[config.mk]
export PLATFORM = sky130hd
export DESIGN_NAME = hazard_ctrl_flat
export DESIGN_NICKNAME = d
export VERILOG_FILES = /design/src/rtl/rv_pkg.sv /design/src/rtl/hazard_ctrl_if.sv /design/src/rtl/sat_counter.sv /design/src/rtl/hazard_ctrl.sv /design/src/flat_wrapper.sv
export SDC_FILE = /design/constraint.sdc
export NUM_CORES = 1
export LEC_CHECK = 0
export CELL_PAD_IN_SITES_DETAIL_PLACEMENT = 1
export CELL_PAD_IN_SITES_GLOBAL_PLACEMENT = 2
export CORE_MARGIN = 2
export CORE_UTILIZATION = 30
export CTS_BUF_LIST = sky130_fd_sc_hd__clkbuf_16
export DETAILED_ROUTE_END_ITERATION = 10
export PLACE_DENSITY_LB_ADDON = 0.1
export SYNTH_ARGS = -nofsm -noshare
export SYNTH_HDL_FRONTEND = slang
export SYNTH_SLANG_ARGS = --single-unit
[constraint.sdc]
create_clock -name clk -period 2.9 [get_ports clk]
set_input_delay 0.29 -clock clk [delete_from_list [all_inputs] [get_ports clk]]
set_output_delay 0.29 -clock clk [all_outputs]
set_load 0.01 [all_outputs]
[src/rtl/rv_pkg.sv]
// Shared pipeline types for the RV32I hazard controller: forwarding selects,
// result-source encodings and the memory-wait state encoding.
package rv_pkg;

    typedef enum logic [1:0] {
        FWD_RF = 2'b00,
        FWD_W  = 2'b01,
        FWD_M  = 2'b10
    } fwd_sel_e;

    localparam logic [1:0] RESULT_LOAD = 2'b01;

    typedef enum logic {
        IDLE = 1'b0,
        WAIT = 1'b1
    } mem_wait_state_e;

    // M-stage result is newer than W-stage, so it wins; x0 is hardwired zero.
    function automatic fwd_sel_e fwd_sel(input logic [4:0] rs,
                                         input logic [4:0] rd_m, input logic we_m,
                                         input logic [4:0] rd_w, input logic we_w);
        if (rs != 5'd0 && rs == rd_m && we_m)      return FWD_M;
        else if (rs != 5'd0 && rs == rd_w && we_w) return FWD_W;
        else                                       return FWD_RF;
    endfunction

endpackage

[src/rtl/hazard_ctrl_if.sv]
// Bundle between the pipeline datapath (master) and the hazard controller (slave).
interface hazard_ctrl_if
    import rv_pkg::*;
#(
    parameter int CNT_W = 32
);
    logic [4:0]       rs1D, rs2D, rs1E, rs2E;
    logic [4:0]       rdE, rdM, rdW;
    logic             regwriteM, regwriteW;
    logic [1:0]       resultsrcE;
    logic             pcsrcE;
    logic             memreqM, memreadyM;
    logic             cnt_clr;
    fwd_sel_e         forwardAE, forwardBE;
    logic             stallF, stallD, stallE, stallM;
    logic             flushD, flushE, flushW;
    logic             mem_err;
    logic [CNT_W-1:0] stall_cnt, flush_cnt;

    modport master (
        output rs1D, rs2D, rs1E, rs2E, rdE, rdM, rdW, regwriteM, regwriteW,
               resultsrcE, pcsrcE, memreqM, memreadyM, cnt_clr,
        input  forwardAE, forwardBE, stallF, stallD, stallE, stallM,
               flushD, flushE, flushW, mem_err, stall_cnt, flush_cnt
    );

    modport slave (
        input  rs1D, rs2D, rs1E, rs2E, rdE, rdM, rdW, regwriteM, regwriteW,
               resultsrcE, pcsrcE, memreqM, memreadyM, cnt_clr,
        output forwardAE, forwardBE, stallF, stallD, stallE, stallM,
               flushD, flushE, flushW, mem_err, stall_cnt, flush_cnt
    );
endinterface

[src/rtl/sat_counter.sv]
// Saturating up-counter with synchronous clear that takes priority over increment.
module sat_counter #(
    parameter int W = 32
) (
    input  logic         clk,
    input  logic         rst_n,
    input  logic         inc,
    input  logic         clr,
    output logic [W-1:0] count
);

    // NOTE: sequential state is assigned with <= so every flop samples pre-edge values.
    always_ff @(posedge clk or negedge rst_n) begin
        if (!rst_n)                    count <= '0;
        else if (clr)                  count <= '0;
        else if (inc && count != '1)   count <= count + 1'b1;
    end

endmodule

[src/rtl/hazard_ctrl.sv]
// Hazard controller: operand forwarding, load-use and memory-wait stalls,
// control-transfer flushes, memory timeout and stall/flush performance counters.
module hazard_ctrl
    import rv_pkg::*;
#(
    parameter int CNT_W       = 32,
    parameter int TMO_W       = 8,
    parameter int MEM_TIMEOUT = 200
) (
    input  logic         clk,
    input  logic         rst_n,
    hazard_ctrl_if.slave hz
);

    localparam logic [0:0]       ST_IDLE   = 1'(IDLE);
    localparam logic [0:0]       ST_WAIT   = 1'(WAIT);
    localparam logic [TMO_W-1:0] WCNT_LAST = TMO_W'(MEM_TIMEOUT - 1);

    logic [0:0]       state;
    logic [TMO_W-1:0] wcnt;
    logic             lwstall, memstall, tmo;

    always_comb begin
        // NOTE: every always_comb target gets a default first so no latch is inferred.
        lwstall  = 1'b0;
        tmo      = 1'b0;
        memstall = 1'b0;
        if (hz.resultsrcE == RESULT_LOAD && hz.rdE != 5'd0 &&
            (hz.rdE == hz.rs1D || hz.rdE == hz.rs2D) && !hz.pcsrcE)
            lwstall = 1'b1;
        if (state == ST_WAIT && !hz.memreadyM && wcnt >= WCNT_LAST)
            tmo = 1'b1;
        memstall = hz.memreqM && !hz.memreadyM && !tmo;
    end

    assign hz.forwardAE = fwd_sel(hz.rs1E, hz.rdM, hz.regwriteM, hz.rdW, hz.regwriteW);
    assign hz.forwardBE = fwd_sel(hz.rs2E, hz.rdM, hz.regwriteM, hz.rdW, hz.regwriteW);

    // Reset holds every stage flushed and nothing stalled; a memory wait freezes
    // the pipe, so branch and load-use actions are deferred to the release cycle.
    assign hz.stallF  = rst_n & (lwstall | memstall);
    assign hz.stallD  = rst_n & (lwstall | memstall);
    assign hz.stallE  = rst_n & memstall;
    assign hz.stallM  = rst_n & memstall;
    assign hz.flushD  = !rst_n | (hz.pcsrcE & !memstall);
    assign hz.flushE  = !rst_n | ((lwstall | hz.pcsrcE) & !memstall);
    assign hz.flushW  = !rst_n | memstall;
    assign hz.mem_err = tmo;

    always_ff @(posedge clk or negedge rst_n) begin
        if (!rst_n) begin
            state <= ST_IDLE;
            wcnt  <= '0;
        end else begin
            case (state)
                ST_IDLE: begin
                    if (hz.memreqM && !hz.memreadyM) begin
                        state <= ST_WAIT;
                        wcnt  <= TMO_W'(1);
                    end
                end
                ST_WAIT: begin
                    if (hz.memreadyM || tmo) begin
                        state <= ST_IDLE;
                        wcnt  <= '0;
                    end else begin
                        wcnt <= wcnt + 1'b1;
                    end
                end
                default: begin
                    state <= ST_IDLE;
                    wcnt  <= '0;
                end
            endcase
        end
    end

    sat_counter #(.W(CNT_W)) u_stall_cnt (
        .clk   (clk),
        .rst_n (rst_n),
        .inc   (hz.stallF),
        .clr   (hz.cnt_clr),
        .count (hz.stall_cnt)
    );

    sat_counter #(.W(CNT_W)) u_flush_cnt (
        .clk   (clk),
        .rst_n (rst_n),
        .inc   (hz.flushD | hz.flushE),
        .clr   (hz.cnt_clr),
        .count (hz.flush_cnt)
    );

endmodule

[src/flat_wrapper.sv]
// flat-port wrapper written by rule: the top's interface ports become plain ports
module hazard_ctrl_flat import rv_pkg::*;
#(
    parameter int CNT_W       = 32,
    parameter int TMO_W       = 8,
    parameter int MEM_TIMEOUT = 200
)
  (clk, rst_n, hz_rs1D, hz_rs2D, hz_rs1E, hz_rs2E, hz_rdE, hz_rdM, hz_rdW, hz_regwriteM, hz_regwriteW, hz_resultsrcE, hz_pcsrcE, hz_memreqM, hz_memreadyM, hz_cnt_clr, hz_forwardAE, hz_forwardBE, hz_stallF, hz_stallD, hz_stallE, hz_stallM, hz_flushD, hz_flushE, hz_flushW, hz_mem_err, hz_stall_cnt, hz_flush_cnt);
  hazard_ctrl_if #(.CNT_W(CNT_W)) hz_i ();
  input  logic clk;
  input  logic rst_n;
  input wire logic [$bits(hz_i.rs1D)-1:0] hz_rs1D;
  input wire logic [$bits(hz_i.rs2D)-1:0] hz_rs2D;
  input wire logic [$bits(hz_i.rs1E)-1:0] hz_rs1E;
  input wire logic [$bits(hz_i.rs2E)-1:0] hz_rs2E;
  input wire logic [$bits(hz_i.rdE)-1:0] hz_rdE;
  input wire logic [$bits(hz_i.rdM)-1:0] hz_rdM;
  input wire logic [$bits(hz_i.rdW)-1:0] hz_rdW;
  input wire logic [$bits(hz_i.regwriteM)-1:0] hz_regwriteM;
  input wire logic [$bits(hz_i.regwriteW)-1:0] hz_regwriteW;
  input wire logic [$bits(hz_i.resultsrcE)-1:0] hz_resultsrcE;
  input wire logic [$bits(hz_i.pcsrcE)-1:0] hz_pcsrcE;
  input wire logic [$bits(hz_i.memreqM)-1:0] hz_memreqM;
  input wire logic [$bits(hz_i.memreadyM)-1:0] hz_memreadyM;
  input wire logic [$bits(hz_i.cnt_clr)-1:0] hz_cnt_clr;
  output wire logic [$bits(hz_i.forwardAE)-1:0] hz_forwardAE;
  output wire logic [$bits(hz_i.forwardBE)-1:0] hz_forwardBE;
  output wire logic [$bits(hz_i.stallF)-1:0] hz_stallF;
  output wire logic [$bits(hz_i.stallD)-1:0] hz_stallD;
  output wire logic [$bits(hz_i.stallE)-1:0] hz_stallE;
  output wire logic [$bits(hz_i.stallM)-1:0] hz_stallM;
  output wire logic [$bits(hz_i.flushD)-1:0] hz_flushD;
  output wire logic [$bits(hz_i.flushE)-1:0] hz_flushE;
  output wire logic [$bits(hz_i.flushW)-1:0] hz_flushW;
  output wire logic [$bits(hz_i.mem_err)-1:0] hz_mem_err;
  output wire logic [$bits(hz_i.stall_cnt)-1:0] hz_stall_cnt;
  output wire logic [$bits(hz_i.flush_cnt)-1:0] hz_flush_cnt;
  assign hz_i.rs1D = hz_rs1D;
  assign hz_i.rs2D = hz_rs2D;
  assign hz_i.rs1E = hz_rs1E;
  assign hz_i.rs2E = hz_rs2E;
  assign hz_i.rdE = hz_rdE;
  assign hz_i.rdM = hz_rdM;
  assign hz_i.rdW = hz_rdW;
  assign hz_i.regwriteM = hz_regwriteM;
  assign hz_i.regwriteW = hz_regwriteW;
  assign hz_i.resultsrcE = hz_resultsrcE;
  assign hz_i.pcsrcE = hz_pcsrcE;
  assign hz_i.memreqM = hz_memreqM;
  assign hz_i.memreadyM = hz_memreadyM;
  assign hz_i.cnt_clr = hz_cnt_clr;
  assign hz_forwardAE = hz_i.forwardAE;
  assign hz_forwardBE = hz_i.forwardBE;
  assign hz_stallF = hz_i.stallF;
  assign hz_stallD = hz_i.stallD;
  assign hz_stallE = hz_i.stallE;
  assign hz_stallM = hz_i.stallM;
  assign hz_flushD = hz_i.flushD;
  assign hz_flushE = hz_i.flushE;
  assign hz_flushW = hz_i.flushW;
  assign hz_mem_err = hz_i.mem_err;
  assign hz_stall_cnt = hz_i.stall_cnt;
  assign hz_flush_cnt = hz_i.flush_cnt;
  hazard_ctrl #(.CNT_W(CNT_W), .TMO_W(TMO_W), .MEM_TIMEOUT(MEM_TIMEOUT)) u_core (.clk(clk), .rst_n(rst_n), .hz(hz_i));
endmodule
## Word level (Yosys, flattened, before mapping)

Index checks and enable logic that the tools add are counted.

- Bits in registers: 73
- Input port bits: 45
- Word-level logic and storage cells: 74

- Add/sub/neg operators: 3
- Order comparisons: 1
- Equal/unequal tests: 10
- Muxes and demuxes: 16
- Bitwise gates (word level): 11
- Reductions and logical operators: 29

Operators by type and width:

| operator | count |
|---|---|
| 2-to-1 mux 32 bit | 4 |
| adder 32 x 1 -> 32 bit, second input constant | 2 |
| inequality test 32 bit, second input constant | 2 |
| equality test 5 bit | 6 |
| logical AND 1 bit | 17 |
| 2-to-1 mux 8 bit | 2 |
| case mux 8 bit (2 select lines) | 1 |
| nonzero test 5 bit | 3 |
| adder 8 x 1 -> 8 bit, second input constant | 1 |
| greater-or-equal comparator 8 bit, second input constant | 1 |
| 2-to-1 mux 1 bit | 6 |
| OR 1 bit | 6 |
| zero test 1 bit | 5 |
| bitwise AND 1 bit | 4 |
| 2-to-1 mux 2 bit | 2 |
| nonzero test 2 bit | 2 |
| equality test 2 x 1 -> 1 bit, second input constant | 1 |
| logical OR 1 bit | 2 |
| inequality test 2 x 1 -> 1 bit, second input constant | 1 |
| case mux 1 bit (2 select lines) | 1 |
| inverter 1 bit | 1 |

## Logic depth before layout (Yosys ltp)

Gate-level depths: netlist of run 1.

- Depth after elaboration: 13
- Gate-level depth with buffers: 9

## Modules after synthesis

Synthesis of run 1 repeated with hierarchy kept, for this count alone.

- Cells, all modules: 510
- Area, all modules: 4677.0 µm²

By module, submodules not included:

| module | times used | cells each | area an instance (µm²) | seq. area each (µm²) |
|---|---|---|---|---|
| sat_counter | 2 | 198 | 1854.3 | 800.8 |
| hazard_ctrl | 1 | 114 | 968.4 | 225.2 |

## Worst setup path before layout of run 1

Ideal clock, no wire load.

- Kind: flip-flop to flip-flop
- Start point: reg u_core.wcnt[0]
- End point: reg u_core.u_stall_cnt.count[10]
- Arrival: 2253 ps
- Required time: 2772 ps
- Setup slack: 519 ps
- Stages on the path, launching flop included: 9
- Path buffers: 1
- Period minus slack after synthesis: 2381 ps
- Cells stage by stage: dfrtp_1 -> ha_1 -> a2111oi_4 -> o21a_1 -> and2_4 -> a41oi_4 -> buf_6 -> nor4_1 -> mux2_1

- Cells in the longest elaborated chain, start to end: 9

Ends and longest elaborated chain:

| item | RTL line | text |
|---|---|---|
| start: declaration | hazard_ctrl.sv:20 | `logic [TMO_W-1:0] wcnt;` |
| start signal: assignment | hazard_ctrl.sv:67 | `wcnt <= wcnt + 1'b1;` |
| greater-or-equal comparator 8 bit | hazard_ctrl.sv:31 | `if (state == ST_WAIT && !hz.memreadyM && wcnt >= WCNT_LAST)` |
| logical AND 1 bit | hazard_ctrl.sv:31 |  |
| 2-to-1 mux 1 bit | hazard_ctrl.sv:31 |  |
| zero test 1 bit | hazard_ctrl.sv:33 | `memstall = hz.memreqM && !hz.memreadyM && !tmo;` |
| logical AND 1 bit | hazard_ctrl.sv:33 |  |
| OR 1 bit | hazard_ctrl.sv:41 | `assign hz.stallF = rst_n & (lwstall \| memstall);` |
| bitwise AND 1 bit | hazard_ctrl.sv:41 |  |
| logical AND 1 bit | sat_counter.sv:16 | `else if (inc && count != '1) count <= count + 1'b1;` |
| nonzero test 2 bit (no source line) | - |  |
| end signal: assignment | sat_counter.sv:16 |  |
| end: declaration | sat_counter.sv:9 | `output logic [W-1:0] count` |

No other way between the ends.
A chain may end at the register's enable or synchronous reset.

## Worst setup path after layout of run 1

- Start point: reg u_core.wcnt[0]
- End point: out hz_flushE

- Cells in the longest elaborated chain, start to end: 8

Ends and longest elaborated chain:

| item | RTL line | text |
|---|---|---|
| greater-or-equal comparator 8 bit | hazard_ctrl.sv:31 |  |
| logical AND 1 bit | hazard_ctrl.sv:31 |  |
| 2-to-1 mux 1 bit | hazard_ctrl.sv:31 |  |
| zero test 1 bit | hazard_ctrl.sv:33 |  |
| logical AND 1 bit | hazard_ctrl.sv:33 |  |
| zero test 1 bit | hazard_ctrl.sv:46 | `assign hz.flushE = !rst_n \| ((lwstall \| hz.pcsrcE) & !memstall);` |
| bitwise AND 1 bit | hazard_ctrl.sv:46 |  |
| OR 1 bit | hazard_ctrl.sv:46 |  |
| end: declaration | flat_wrapper.sv:33 | `output wire logic [$bits(hz_i.flushE)-1:0] hz_flushE;` |

No other way between the ends.

==> results.toml, run 1 <==
[route]
num_vias = 4767
wl_um = 15700
antenna_left = 0
drt-initial-drc-count = 170
wl_per_cell_um = 17.9
via_per_inst = 5.45
firstDrtPassIters = 6
drcViolationCount = 0

[global_route]
grt_max_degree = 49
overflow = 0
antenna_found_initial = 0
use_met3_pct = 2.67
use_met2_pct = 31.8
grtUsageMet1_pct = 25.1
grt_pass1_wl_um = 25500
grt_use_total_pct = 18.9
first_global_vias = 4899
grt.busiest_layer = "met2"

[synthesis]
ys_seq_area_share_pct = 38.2
post-synth-top-count-cell = "dfrtp_1"
synthCells = 533
synth_common_cells = "dfrtp_1 (73), a21oi_1 (50), o31ai_1 (43), or4_1 (43), nand3_1 (31)"
synthDistinctLibCells = 48
synth.area.top_cells = "dfrtp_1 (38%), o31ai_1 (6.7%), or4_1 (6.7%)"
syn_avg_cell_area_um2 = 8.98
synthDominantCellAreaShare_pct = 38.2
async_reset_ff_share_pct = 100
ys_seq_elements = 73
yosysWarnings = 0
yosys.area.top_type = "dfrtp_1"
synth_area_um2 = 4790
synth_fp_nets = 581
ys.flop_type = "dfrtp_1"
synth_edf_count = 0

[placed_design]
dp_cells = 856
gp_congestion = 0.783
hpwl_um = 11200
io_buffers = 120

[floorplanning]
die_x_um = 130
start_util_pct = 30.5
die_y_um = 130
rows = 46
dieArea_um2 = 17000
coreArea_um2 = 15700
boundaryPins = 121

[worst_setup_path]
end_kind = "output pin"
critPathRequiredTime_ns = 2.61
worst-setup-path-type = "reg -> out"
ff2ff_path_depth = 10
cp.arrival_ns = 2.51
path_max_fanout = 5
cp-start-kind = "flip-flop"

[clock_tree]
root_buffer = "clkbuf_16"
clkSinkCount = 73
cts.clk_slew.worst_paths_ns = 0.06
clkLatencyLatePin_ns = 0.34
cts_buffers = 9
cts_max_path_buffers = 2
cts_tree = "built"
htreeDepth = 3

[layout]
final_layout_size_suffix_gt1_share_pct = 8.19
final_util_pct = 42.0
instances_no_fill = 875
antenna_cells = 0
nets = 702
nFillCells = 1831
area_delta_synth_final_pct = 37.8

[pwr]
peakVddDrop_mv = 0.262
leakage_nw = 2.49
powerDensity_nw_per_um2 = 371

[outcome]
outcome = "finished, final reports clean"

[sta]
hold_violations = 0
rsz0062_at_grt = "yes"
setup_tns_ns = 0
period_share_pct = 96.5
slew_violations = 0
maxClockFrequency_mhz = 357
period_needed_ns = 2.80
tightest_slew_ns = 0.735
finalClockSkew_ns = 0.00352
setup_violations = 0
max_slew_margin_pct = 50.7

[run]
maxCapViolations = 0

[min_path]
hold_class = "in -> async"
[path summary, 6_finish.rpt]
check | start | endpoint | slack [ns]
worst min register to register | u_core.wcnt[1] | u_core.wcnt[1] | 0.53
worst min-delay path | rst_n | u_core.state | 0.35
max in group asynchronous | rst_n | u_core.u_flush_cnt.count[19] | 1.63
min in group clk | hz_cnt_clr | u_core.u_flush_cnt.count[20] | 0.44
worst max register to register | u_core.wcnt[0] | u_core.u_flush_cnt.count[5] | 0.26
worst max-delay path | u_core.wcnt[0] | hz_flushE | 0.10
[cells in the final DEF (no fill, tap or decap), drive strengths merged, types with 9 or more instances in the layout]
master	synthesis	routed
nand3	31	31
nand2	29	29
clkdlybuf4s50	0	116
nand4	20	20
or4	43	43
nor3	12	12
xnor2	26	26
nor2	30	30
o31ai	43	43
o21ai	20	20
a21oi	50	50
and4	13	13
dfrtp	73	73
nor2b	15	15
and3	17	17
clkbuf	14	9
or3	9	9
buf	19	24
mux2	14	14
[sequential cells by signal, indices dropped and copies added, names as in the netlist]
| register | flops |
|---|---|
| u_core.u_flush_cnt.count | 32 |
| u_core.state | 1 |
| u_core.wcnt | 8 |
| u_core.u_stall_cnt.count | 32 |
[critical path: stages, from the launching register on]
cell and delay [ns]:
dfrtp_1 0.42, ha_2 0.24, a2111oi_4 0.37, o21a_1 0.18, o21ai_1 0.12, a31oi_4 0.25
inv_1 0.10, clkdlybuf4s50_1 0.49
[power by group]
group	switching, mW	leakage, nW	internal, mW
clock	0.460	0.142	0.657
sequential	0.0138	1.01	1.03
combinational	0.149	1.33	0.137
total	0.623	2.49	1.82
[layout make-up]
type,count,area [µm²],share of cell area (%)
timing repair buffer,143,1410,21.4
sequential,73,1830,27.7
inverter,7,26.3,0.398
clock buffer,9,225,3.41
multi-input combinational,420,2780,42.1
clock inverter,7,61.3,0.929
tap,216,270,4.10
[per-layer routing]
layer	routed length [µm]	part of all wire, %
met3	473	3.0
met1	7380	47
met5	0	0
met4	185	1.2
met2	7660	49
[timing repair]
| action | in CTS | in global routing |
|---|---|---|
| gates cloned | 0 | 0 |
| endpoints found under the hold margin | 9 | 0 |
| setup endpoints to repair | 3 | 4 |
| resized for setup | 1 | 3 |
| buffers inserted | 2 | 0 |
| hold buffers | 1 | 0 |
| pin swaps | 1 | 2 |
[metrics by stage]
| stage | power, mW | instance area (µm²) | worst slack (ns) | hold WS (ns) |
|---|---|---|---|---|
| CTS | 2.49 | 6590 | 0.0509 | 0.377 |
| detailed placement | 1.35 | 6280 | 0.0358 | 0.166 |
| finish | 2.45 | 6600 | 0.100 | 0.352 |
| global route | 2.55 | 6600 | -0.0279 | 0.357 |
| floorplan | 1.18 | 4790 | 0.519 | -0.00559 |
| global placement | 1.34 | 6280 | 0.103 | 0.163 |
[cells by family (layout without fill, tap and decap cells)]
kind of cell,Yosys count,in the layout,synth area share (%)
AND/OR/NAND/NOR,250,250,31.5
XOR/XNOR,32,32,5.85
adder cells (fa/ha/maj),3,3,0.784
multiplexers,14,14,3.29
AO/OA/AOI/OAI,121,121,16.3
flip-flops,73,73,38.2
buffers and inverters,40,166,4.18
No activity file was read; power rests on OpenSTA's default activity.
==> run 2, diff against run 1 <==
Settings changed: CORE_MARGIN 2 to default.
==> results.toml, run 2 (synthesis gave the netlist of run 1 again) <==
[sta]
maxClockFrequency_mhz = 363
setup_violations = 0
rsz0062_at_grt = "no"
finalClockSkew_ns = 0.00552
slew_violations = 0
max_slew_margin_pct = 57.5
period_needed_ns = 2.75
period_share_pct = 95.0
hold_violations = 0
tightest_slew_ns = 0.633
setup_tns_ns = 0
timing.hold.ws_ns = 0.0781
setup_slack_ns = 0.145

[global_route]
antenna_found_initial = 0
grt_pass1_wl_um = 25500
grt_max_degree = 54
grtUsageMet1_pct = 27.2
use_met2_pct = 30.6
first_global_vias = 4980
overflow = 0
grt.busiest_layer = "met2"
grt_use_total_pct = 19.5
use_met3_pct = 2.88

[layout]
final_cell_mix = "clkdlybuf4s50_1 (117), dfrtp_1 (73), a21oi_1 (50), or4_1 (43), o31ai_1 (43)"
largestRegisters = "u_core.u_flush_cnt.count: 32 flops, u_core.u_stall_cnt.count: 32 flops, u_core.wcnt: 8 flops"
nFillCells = 1778
nets = 702
final_common_cell = "clkdlybuf4s50_1"
instances_no_fill = 867
area_delta_synth_final_pct = 36.7
antenna_cells = 0
final_layout_size_suffix_gt1_share_pct = 7.62

[route]
wl_per_cell_um = 17.8
firstDrtPassIters = 4
via_per_inst = 5.51
wl_um = 15400
num_vias = 4773
drcViolationCount = 0
antenna_left = 0
drt-initial-drc-count = 169

[worst_setup_path]
ff2ff_path_depth = 8
cp.arrival_ns = 2.46
path_max_fanout = 5
critPathMaxStageDelay_ns = 0.55
critPathRequiredTime_ns = 2.61
crit_path_cell_trace = "ha_2 -> a2111oi_4 -> o21a_1 -> and2_4 -> a41oi_4 -> inv_2 -> clkdlybuf4s50_1"
worst-setup-path-type = "reg -> out"
cp-start-kind = "flip-flop"
worst_path_max_delay_cell = "clkdlybuf4s50_1"
end_kind = "output pin"

[floorplanning]
dieArea_um2 = 16500
coreArea_um2 = 15400
rows = 45
die_x_um = 128
die_y_um = 128
start_util_pct = 31.1
boundaryPins = 121

[clock_tree]
cts_buffers = 9
hold_buffers = 0
cts.clk_slew.worst_paths_ns = 0.06
clkLatencyLatePin_ns = 0.34
htreeDepth = 3
cts_tree = "built"
root_buffer = "clkbuf_16"
clkSinkCount = 73
cts_max_path_buffers = 2

[placed_design]
dp_cells = 852
gp_congestion = 0.755
preCtsSetupSlack_ns = 0.130
hpwl_um = 10700
io_buffers = 120

[pwr]
powerDensity_nw_per_um2 = 352
peakVddDrop_mv = 0.222
power_mw = 2.30
leakage_nw = 2.45

[min_path]
hold_class = "in -> async"

[outcome]
outcome = "finished, final reports clean"

[run]
maxCapViolations = 0
## run 2: critical path: cells and delay by family, from the launching register on
| kind | cells | cell delay, ns |
|---|---|---|
| flip-flops | 1 | 0.42 |
| AND/OR/NAND/NOR | 1 | 0.18 |
| adder cells (fa/ha/maj) | 1 | 0.24 |
| AO/OA/AOI/OAI | 3 | 0.59 |
| buffers and inverters | 2 | 0.69 |
## run 2: per-stage QoR
stage / cell area, µm² / utilization [%]
5_1_grt: 6540 / 42.6
6_report: 6540 / 42.6
2_1_floorplan: 4790 / -
3_5_place_dp: 6280 / 40.9
4_1_cts: 6530 / 42.5
3_3_place_gp: 6280 / 40.9
## run 2: timing repair
action / CTS / global route
cloned: 0 / 0
setup endpoints to repair: 3 / 1
setup buffers: 1 / 1
pin swaps: 1 / 1
gates resized for setup: 1 / 1
## run 2: routing by layer
layer	vias up	share of wire, %
met2	95	45
met1	2393	50
met3	11	3.5
met5	-	0
met4	0	1.3
li1	2274	-
## run 2: path summary, 6_finish.rpt
path / from / end / slack [ns]
worst min register to register: u_core.wcnt[1] / u_core.wcnt[1] / 0.52
worst max-delay path: u_core.wcnt[0] / hz_stallF / 0.15
worst max register to register: u_core.u_stall_cnt.count[0] / u_core.u_stall_cnt.count[27] / 0.33
max in group asynchronous: rst_n / u_core.u_stall_cnt.count[17] / 2.47
min in group clk: hz_cnt_clr / u_core.u_flush_cnt.count[1] / 0.48
worst min-delay path: rst_n / u_core.u_flush_cnt.count[7] / 0.08
## run 2: area by class of cell
| class | count | area (µm²) | area share [%] |
|---|---|---|---|
| Timing Repair Buffer | 143 | 1410 | 21.5 |
| Tap cell | 211 | 264 | 4.04 |
| Multi-Input combinational cell | 420 | 2780 | 42.5 |
| Sequential cell | 73 | 1830 | 27.9 |
| Inverter | 7 | 26.3 | 0.402 |
| Clock buffer | 9 | 225 | 3.44 |
| Clock inverter | 4 | 16.3 | 0.249 |
## run 2: where the power goes
group,total [mW],switching [mW],internal [mW]
Sequential,1.04,0.0129,1.03
Clock,0.977,0.423,0.554
Combinational,0.285,0.149,0.136
Total,2.30,0.584,1.72
==> run 3, diff against run 2 <==
Settings changed: ABC_AREA from default to 1, CORE_MARGIN from default to 8, CORE_UTILIZATION 30 to 27.
==> results.toml, run 3 <==
[sta]
setup_violations = 0
period_needed_ns = 2.68
finalClockSkew_ns = 0.0120
setup_slack_ns = 0.222
period_share_pct = 92.3
tightest_slew_ns = 0.546
setup_tns_ns = 0
rsz0062_at_grt = "no"
max_slew_margin_pct = 63.6
timing.hold.ws_ns = 0.373
maxClockFrequency_mhz = 373
slew_violations = 0
hold_violations = 0

[synthesis]
ys.flop_type = "dfrtp_1"
yosys.area.top_type = "dfrtp_1"
post-synth-top-count-cell = "nand2_1"
async_reset_ff_share_pct = 100
ys_seq_area_share_pct = 31.1
synth_edf_count = 0
synthCells = 937
synthDominantCellAreaShare_pct = 31.1
yosysWarnings = 0
synthDistinctLibCells = 36
syn_avg_cell_area_um2 = 6.27
ys_seq_elements = 73
synth_fp_nets = 985
synth.area.top_cells = "dfrtp_1 (31%), nand2_1 (20%), nand3_1 (9.4%)"
synth_area_um2 = 5870
synth_common_cells = "nand2_1 (306), inv_1 (130), nor2_1 (120)"

[global_route]
grt_use_total_pct = 16.9
antenna_found_initial = 0
grt_pass1_wl_um = 36100
grt_max_degree = 52
overflow = 0
first_global_vias = 6501

[route]
drcViolationCount = 0
drt-initial-drc-count = 250
dr_wl_met2_um = 10400
num_vias = 6408
wl_met3_um = 752
firstDrtPassIters = 5
via_per_inst = 4.80
wl_per_cell_um = 16.6
wl_um = 22200
highest_layer = "met4"
antenna_left = 0
met1_length_um = 10900

[layout]
nets = 1097
instances_no_fill = 1334
area_delta_synth_final_pct = 30.6
final_area_um2 = 7660
final_cell_mix = "nand2_1 (306), inv_1 (129), nor2_1 (120), clkdlybuf4s50_1 (119), nand3_1 (110)"
final_common_cell = "nand2_1"
final_layout_size_suffix_gt1_share_pct = 4.55
final_util_pct = 35.6
antenna_cells = 0
largestRegisters = "u_core.u_flush_cnt.count: 32 flops, u_core.u_stall_cnt.count: 32 flops, u_core.wcnt: 8 flops"
nFillCells = 2785

[floorplanning]
dieArea_um2 = 26700
boundaryPins = 121
die_y_um = 163
coreArea_um2 = 21600
die_x_um = 163
rows = 54
start_util_pct = 27.2

[worst_setup_path]
crit_path_cell_trace = "ha_1 -> nand2_1 -> nand3_1 -> nand2_1 -> nand3_1 -> a21oi_1 -> nand2_2 -> clkdlybuf4s50_1"
critPathRequiredTime_ns = 2.61
cp.arrival_ns = 2.39
worst_path_max_delay_cell = "clkdlybuf4s50_1"
path_max_fanout = 4
worst-setup-path-type = "reg -> out"
critPathMaxStageDelay_ns = 0.60
end_kind = "output pin"
cp-start-kind = "flip-flop"

[clock_tree]
clkSinkCount = 73
root_buffer = "clkbuf_16"
cts.clk_slew.worst_paths_ns = 0.06
clkLatencyLatePin_ns = 0.35
cts_setup_buffers = 0
htreeDepth = 3
cts_buffers = 9
cts_tree = "built"
cts_max_path_buffers = 2
cts_resized = 0
hold_buffers = 1

[placed_design]
preCtsSetupSlack_ns = 0.442
gp_congestion = 0.757
dp_cells = 1317
hpwl_um = 16900
io_buffers = 120
dpl_cell_area_um2 = 7340

[pwr]
powerDensity_nw_per_um2 = 338
peakVddDrop_mv = 0.238
leakage_nw = 3.71
power_mw = 2.59

[outcome]
outcome = "finished, final reports clean"

[run]
maxCapViolations = 0

[min_path]
hold_class = "in -> async"
run 3: worst paths after layout:
kind / slack [ns] / start / to / cells past startpoint
worst min-delay path: 0.37 / rst_n / u_core.wcnt[7] / 2
worst max-delay path: 0.22 / u_core.wcnt[0] / hz_flushE / 8
max in group asynchronous: 1.26 / rst_n / u_core.u_stall_cnt.count[19] / 4
min in group clk: 0.52 / u_core.wcnt[1] / u_core.wcnt[1] / 2
worst min register to register: 0.52 / u_core.wcnt[1] / u_core.wcnt[1] / 2
worst max register to register: 0.61 / u_core.wcnt[0] / u_core.u_flush_cnt.count[5] / 11
run 3: logic make-up after synthesis:
logic type	count (synthesis)	synth area share, %
flip-flops	73	31.1
AO/OA/AOI/OAI	23	2.43
adder cells (fa/ha/maj)	3	0.639
buffers and inverters	167	11.8
XOR/XNOR	46	6.86
AND/OR/NAND/NOR	625	47.1
run 3: layout make-up:
class | count | area [µm²] | share of cell area (%)
multi-input cells | 697 | 3350 | 43.7
flip-flops and latches | 73 | 1830 | 23.8
repair buffers | 135 | 1330 | 17.3
inverters | 133 | 502 | 6.55
well taps | 280 | 350 | 4.57
clock buffers | 9 | 225 | 2.94
clock inverters | 7 | 85.1 | 1.11
run 3: worst max-delay path: cells and delay by family (launching register included):
kind | cells | cell delay, ns
buffers and inverters | 1 | 0.60
AND/OR/NAND/NOR | 5 | 0.54
flip-flops | 1 | 0.42
adder cells (fa/ha/maj) | 1 | 0.26
AO/OA/AOI/OAI | 1 | 0.24
run 3: routing by layer:
layer | global-route usage (%) | up-vias
li1 | - | 3212
met5 | 0 | -
met2 | 27.9 | 85
met1 | 23.0 | 3102
met4 | 3.10 | 0
met3 | 2.49 | 9
run 3: report_power, final:
group	internal (mW)	switching, mW
clock network	0.746	0.480
registers	1.03	0.0176
logic	0.130	0.187
total	1.91	0.684
